`src/rtl/rst_seq_pkg.sv`:
```
// rst_seq_pkg: state encoding and elaboration helpers shared by the reset sequencer.
package rst_seq_pkg;
  typedef logic [1:0] state_t;
  localparam state_t ST_ASSERT = 2'd0;
  localparam state_t ST_SOFT   = 2'd1;
  localparam state_t ST_SEQ    = 2'd2;
  localparam state_t ST_DONE   = 2'd3;
  function automatic int max2(input int a, input int b);
    return a > b ? a : b;
  endfunction
endpackage

```
`src/rtl/rst_sync_cell.sv`:
```
// rst_sync_cell: async-assert, sync-deassert reset synchroniser producing rst_sync.
module rst_sync_cell #(
  parameter int STAGES = 2
) (
  input  logic clk,
  input  logic reset_n,
  output logic rst_sync
);
  // chain[0] takes the release edge itself; the STAGES flops behind it settle metastability
  logic [STAGES:0] chain;
  always_ff @(posedge clk or negedge reset_n)
    if (!reset_n) chain <= '0;
    else chain <= {chain[STAGES-1:0], 1'b1};
  assign rst_sync = chain[STAGES];
endmodule

```
`src/rtl/rst_seq_ctrl.sv`:
```
// rst_seq_ctrl: staggered per-channel reset release with clock-gate window and soft-reset rerun.
module rst_seq_ctrl
  import rst_seq_pkg::*;
#(
  parameter int NUM_CH      = 4,
  parameter int CNT_W       = 8,
  parameter int SYNC_STAGES = 2,
  parameter int GATE_ON     = 5,
  parameter int GATE_OFF    = 18,
  parameter int REL_BASE    = 11,
  parameter int REL_STEP    = 2,
  parameter int SOFT_HOLD   = 4
) (
  input  logic              clk,
  input  logic              reset_n,
  input  logic              sw_rst_req_i,
  output logic [NUM_CH-1:0] ch_rst_n_o,
  output logic              gate_clk_o,
  output logic              seq_done_o,
  output logic              sw_rst_ack_o
);
  localparam int LAST   = max2(GATE_OFF, REL_BASE + (NUM_CH - 1) * REL_STEP);
  localparam int HOLD_W = $clog2(SOFT_HOLD + 1);
  localparam logic [CNT_W-1:0]  LAST_C = CNT_W'(LAST);
  localparam logic [CNT_W-1:0]  ON_C   = CNT_W'(GATE_ON);
  localparam logic [CNT_W-1:0]  OFF_C  = CNT_W'(GATE_OFF);
  localparam logic [CNT_W-1:0]  ONE_C  = CNT_W'(1);
  localparam logic [HOLD_W-1:0] HOLD_C = HOLD_W'(SOFT_HOLD);
  if (LAST > 2 ** CNT_W - 1) begin : g_chk_cnt
    $error("rst_seq_ctrl: CNT_W=%0d cannot hold LAST=%0d", CNT_W, LAST);
  end
  if (SYNC_STAGES < 2) begin : g_chk_sync
    $error("rst_seq_ctrl: SYNC_STAGES must be >= 2");
  end
  if (GATE_OFF <= GATE_ON || REL_BASE <= GATE_ON) begin : g_chk_order
    $error("rst_seq_ctrl: GATE_OFF and REL_BASE must exceed GATE_ON");
  end
  if (SOFT_HOLD < 1) begin : g_chk_hold
    $error("rst_seq_ctrl: SOFT_HOLD must be >= 1");
  end
  state_t            state, nxt_state;
  logic [CNT_W-1:0]  cnt, nxt_cnt;
  logic [HOLD_W-1:0] hold, nxt_hold;
  logic [NUM_CH-1:0] nxt_ch;
  logic              rst_sync, req_q, req_rise, live;
  rst_sync_cell #(.STAGES(SYNC_STAGES)) u_sync (
    .clk      (clk),
    .reset_n  (reset_n),
    .rst_sync (rst_sync)
  );
  assign req_rise = sw_rst_req_i & ~req_q;
  always_comb begin
    nxt_state = state;
    nxt_cnt   = cnt;
    nxt_hold  = '0;
    case (state)
      ST_ASSERT: begin
        nxt_state = rst_sync ? ST_SEQ : ST_ASSERT;
        nxt_cnt   = rst_sync ? ONE_C : '0;
      end
      ST_SEQ: begin
        nxt_cnt   = cnt >= LAST_C ? LAST_C : cnt + 1'b1;
        nxt_state = nxt_cnt == LAST_C ? ST_DONE : ST_SEQ;
      end
      ST_DONE: begin
        nxt_state = req_rise ? ST_SOFT : ST_DONE;
        nxt_cnt   = req_rise ? '0 : LAST_C;
      end
      default: begin
        nxt_state = hold == HOLD_C ? ST_SEQ : ST_SOFT;
        nxt_cnt   = hold == HOLD_C ? ONE_C : '0;
        nxt_hold  = hold + 1'b1;
      end
    endcase
  end
  // outputs decode the next state so they move on the same edge as cnt
  assign live = nxt_state == ST_SEQ || nxt_state == ST_DONE;
  for (genvar i = 0; i < NUM_CH; i++) begin : g_ch
    localparam logic [CNT_W-1:0] TH = CNT_W'(REL_BASE + i * REL_STEP);
    assign nxt_ch[i] = live && nxt_cnt >= TH;
  end
  always_ff @(posedge clk or negedge reset_n)
    if (!reset_n) begin
      state        <= ST_ASSERT;
      cnt          <= '0;
      hold         <= '0;
      req_q        <= 1'b0;
      ch_rst_n_o   <= '0;
      gate_clk_o   <= 1'b0;
      seq_done_o   <= 1'b0;
      sw_rst_ack_o <= 1'b0;
    end else begin
      state        <= nxt_state;
      cnt          <= nxt_cnt;
      hold         <= nxt_hold;
      req_q        <= sw_rst_req_i;
      ch_rst_n_o   <= nxt_ch;
      gate_clk_o   <= live && nxt_cnt >= ON_C && nxt_cnt < OFF_C;
      seq_done_o   <= nxt_state == ST_DONE;
      sw_rst_ack_o <= state == ST_DONE && req_rise;
    end
endmodule

```
`config.mk`:
```
export PLATFORM = sky130hd
export DESIGN_NAME = rst_seq_ctrl
export DESIGN_NICKNAME = d
export VERILOG_FILES = /design/src/rtl/rst_seq_pkg.sv /design/src/rtl/rst_sync_cell.sv /design/src/rtl/rst_seq_ctrl.sv
export SDC_FILE = /design/constraint.sdc
export NUM_CORES = 1
export LEC_CHECK = 0
export BUFFER_PORTS_ARGS = -buffer_cell sky130_fd_sc_hd__clkbuf_2
export CAP_MARGIN = 15
export CORE_MARGIN = 1
export CORE_UTILIZATION = 30
export CTS_CLUSTER_SIZE = 8
export DETAILED_ROUTE_END_ITERATION = 6
export PLACE_DENSITY = 0.44
export SYNTH_ARGS = -nofsm -noshare
export SYNTH_HDL_FRONTEND = slang
export SYNTH_SLANG_ARGS = --single-unit
```
`constraint.sdc`:
```
create_clock -name clk -period 4.29 [get_ports clk]
set_input_delay 0.858 -clock clk [delete_from_list [all_inputs] [get_ports clk]]
set_output_delay 0.858 -clock clk [all_outputs]
set_load 0.02 [all_outputs]
```
==> metrics.cfg <==
[die]
die_h_um = 60.7
dieArea_um2 = 3690
core-area_um2 = 3150
io_pins = 10
die_x_um = 60.7
fp-row-count = 20
start_util_pct = 32.8

[clock_network]
numClockSinks = 24
tritoncts = built
clk_latency_ns = 0.31
clkTransAtPathRegs_ns = 0.13
ctsHoldBuffers = 0
cts_buffers = 3
htree_levels = 1
cts_root_buf = clkbuf_4
cts_buffer_depth = 2
cts-resized-gates = 0
postCtsSetupBuffers = 0

[drt]
drt_wl_total_mm = 1.68
ant_nets = 0
drtIter0Drc = 29
dr.pass1.iters = 4
drcViolationCount = 0
post_drt_wl_per_cell_um = 11.2
vias = 657
via_per_inst = 4.35

[worst_hold_path]
min-delay-start = u_sync.chain[0]
hold-path-cell-count = 0
hp-class = register to register
hold_end = u_sync.chain[1]

[sta]
setup_viol = 0
fin_crit_ns = 1.86
slew_viol_final = 0
hold_viol = 0
slew-limit-headroom_pct = 61.0
tightest_slew_ns = 0.585
period_share_pct = 43.3
finalSetupTns_ns = 0
fmax_mhz = 538
fin_skew_ns = 0.00632
rsz0062_at_grt = no

[finish]
multi_input_area_um2 = 409
final_cells = 151
nNetsFinal = 115
n_fill_cell = 332
final-seq-area_um2 = 601
drive_above_1_share_pct = 19.6
syn_to_final_growth_pct = 14.1
antenna-diode-count = 0

[synthesis]
synth.distinct_cells = 31
ys_seq_area_share_pct = 58.0
ys_warn_count = 0
netlist_instances = 93
syn_area_per_cell_um2 = 11.1
ys_ff_latch = 24
syn_area_um2 = 1030

[status]
status = complete, no violations

[place]
gp_congestion = 0.764
post-dp-hpwl_mm = 1.27
port-buffer-count = 9
place_inst = 147

[critical_path]
worstPathArrival_ns = 2.11
reg2regPathDepth = 7
worstSetupPathType = register to register
cp.required_ns = 4.55
path_delay_family = simple AND/OR/NAND/NOR gates
r2r_slack_ns = 2.43
rr_startpoint = cnt[0]
max_stage_delay_ns = 0.46
cp_max_fo = 6
crit_path_end_kind = register
startpoint_type = register
critical_path_buf_inv_count = 1
cp_cell_sequence = inv_1 -> ha_1 -> o41ai_2 -> and2_2 -> nand2_2 -> or2_0 -> a21oi_2
r2r-end = ch_rst_n_o[3]
slowest_stage = dfrtp_1

[grt]
grt_max_degree = 25
grt_pass1_vias = 676
antenna_found_initial = 0
grt-ovfl-total = 0
grt_pass1_wl_mm = 3.04
gr-usage-all-layers_pct = 11.4

[power]
p_leak_uw = 0.000558
ir_drop_uv = 279
powerDensity_nw_per_um2 = 573

[job]
maxCapViolCount = 0

[routing by layer]
| layer | part of all wire (%) | global-route usage [%] | vias up | routed length (µm) |
|---|---|---|---|---|
| met5 | 0 | 0 | - | 0 |
| li1 | - | - | 331 | - |
| met3 | 3.4 | 2.13 | 4 | 57 |
| met2 | 47 | 17.3 | 11 | 791 |
| met4 | 1.7 | 7.47 | 0 | 29 |
| met1 | 48 | 14.9 | 311 | 805 |
[worst max path at each step]
stage / end / slack (ns) / from / cells past startpoint
after floorplan: gate_clk_o / 2.60 / sw_rst_req_i / 5
after global placement: gate_clk_o / 2.36 / sw_rst_req_i / 6
after detailed placement: gate_clk_o / 2.37 / sw_rst_req_i / 6
after CTS: ch_rst_n_o[3] / 2.43 / cnt[0] / 7
after global routing: ch_rst_n_o[3] / 2.30 / cnt[0] / 7
final: ch_rst_n_o[3] / 2.43 / cnt[0] / 7
[synthesized netlist by cell type, drive strengths merged]
cell type / number / area, µm²
mux2: 1 / 11.3
nor2b: 1 / 6.26
a21o: 1 / 7.51
nand2b: 3 / 18.8
o41ai: 1 / 16.3
nor3b: 1 / 7.51
nand2: 10 / 40.0
o22ai: 2 / 12.5
o21ai: 2 / 10.0
o211ai: 1 / 7.51
a21oi: 6 / 33.8
and3b: 1 / 8.76
ha: 4 / 50.1
and2: 5 / 32.5
conb: 2 / 7.51
xnor2: 2 / 17.5
dfrtp: 24 / 601
nand3: 4 / 20.0
inv: 5 / 18.8
a41oi: 1 / 8.76
xor2: 2 / 17.5
nor4: 1 / 12.5
clkbuf: 1 / 13.8
a31o: 1 / 8.76
nor2: 10 / 40.0
or2: 1 / 6.26
[cell families after synthesis]
logic type | after synthesis | synth area share, %
AO/OA/AOI/OAI | 15 | 10.2
XOR/XNOR | 4 | 3.39
flip-flops | 24 | 58.0
multiplexers | 1 | 1.09
AND/OR/NAND/NOR | 37 | 18.6
buffers and inverters | 6 | 3.14
adder cells (fa/ha/maj) | 4 | 4.84
other | 2 | 0.726
[cell usage in the layout, fill, tap and decap left out, types with 2 or more instances in the layout]
cell type	count
nor2_1	9
nand2_1	9
nand2b_1	3
ha_1	4
xnor2_1	2
clkbuf_4	3
clkbuf_2	9
dfrtp_1	24
xor2_1	2
nand3_1	4
a21oi_1	5
inv_1	5
conb_1	4
o22ai_1	2
and2_1	4
[cell type report]
class / count / share of cell area, %
timing repair buffer: 9 / 3.81
sequential: 24 / 50.8
multi-input combinational: 65 / 34.6
clock buffer: 3 / 1.91
tap: 44 / 4.66
clock inverter: 1 / 2.54
inverter: 5 / 1.59
[report_power, final]
| group | switching (µW) | internal, µW | leakage, µW | total (µW) |
|---|---|---|---|---|
| clock network | 67.9 | 94.4 | 0.0000279 | 162 |
| registers | 46.1 | 277 | 0.000303 | 323 |
| logic | 114 | 77.8 | 0.000228 | 192 |
[metrics by stage]
stage                     utilization [%]  setup slack, ns  hold slack, ns  power [µW]  instance area (µm²)
final                                37.5             2.43           0.365         677                 1180
after global placement               35.8             2.36           0.333         527                 1130
after detailed placement             35.8             2.37           0.335         523                 1130
after CTS                            37.5             2.43           0.366         687                 1180
after global routing                 37.5             2.30           0.394         729                 1180
after floorplan                         -             2.60           0.331         473                 1040
[registers in the layout, summed over array words and instances, names as in the netlist]
register,flops
sw_rst_ack_o,1
hold,3
ch_rst_n_o,4
u_sync.chain,3
cnt,8
req_q,1
seq_done_o,1
state,2
gate_clk_o,1
[worst register-to-register path: stages (launching register included)]
cell and delay (ns):
dfrtp_1 0.46, inv_1 0.09, ha_1 0.21, o41ai_2 0.37
and2_2 0.24, nand2_2 0.06, or2_0 0.23, a21oi_2 0.14
(Power assumes the default switching activity.)
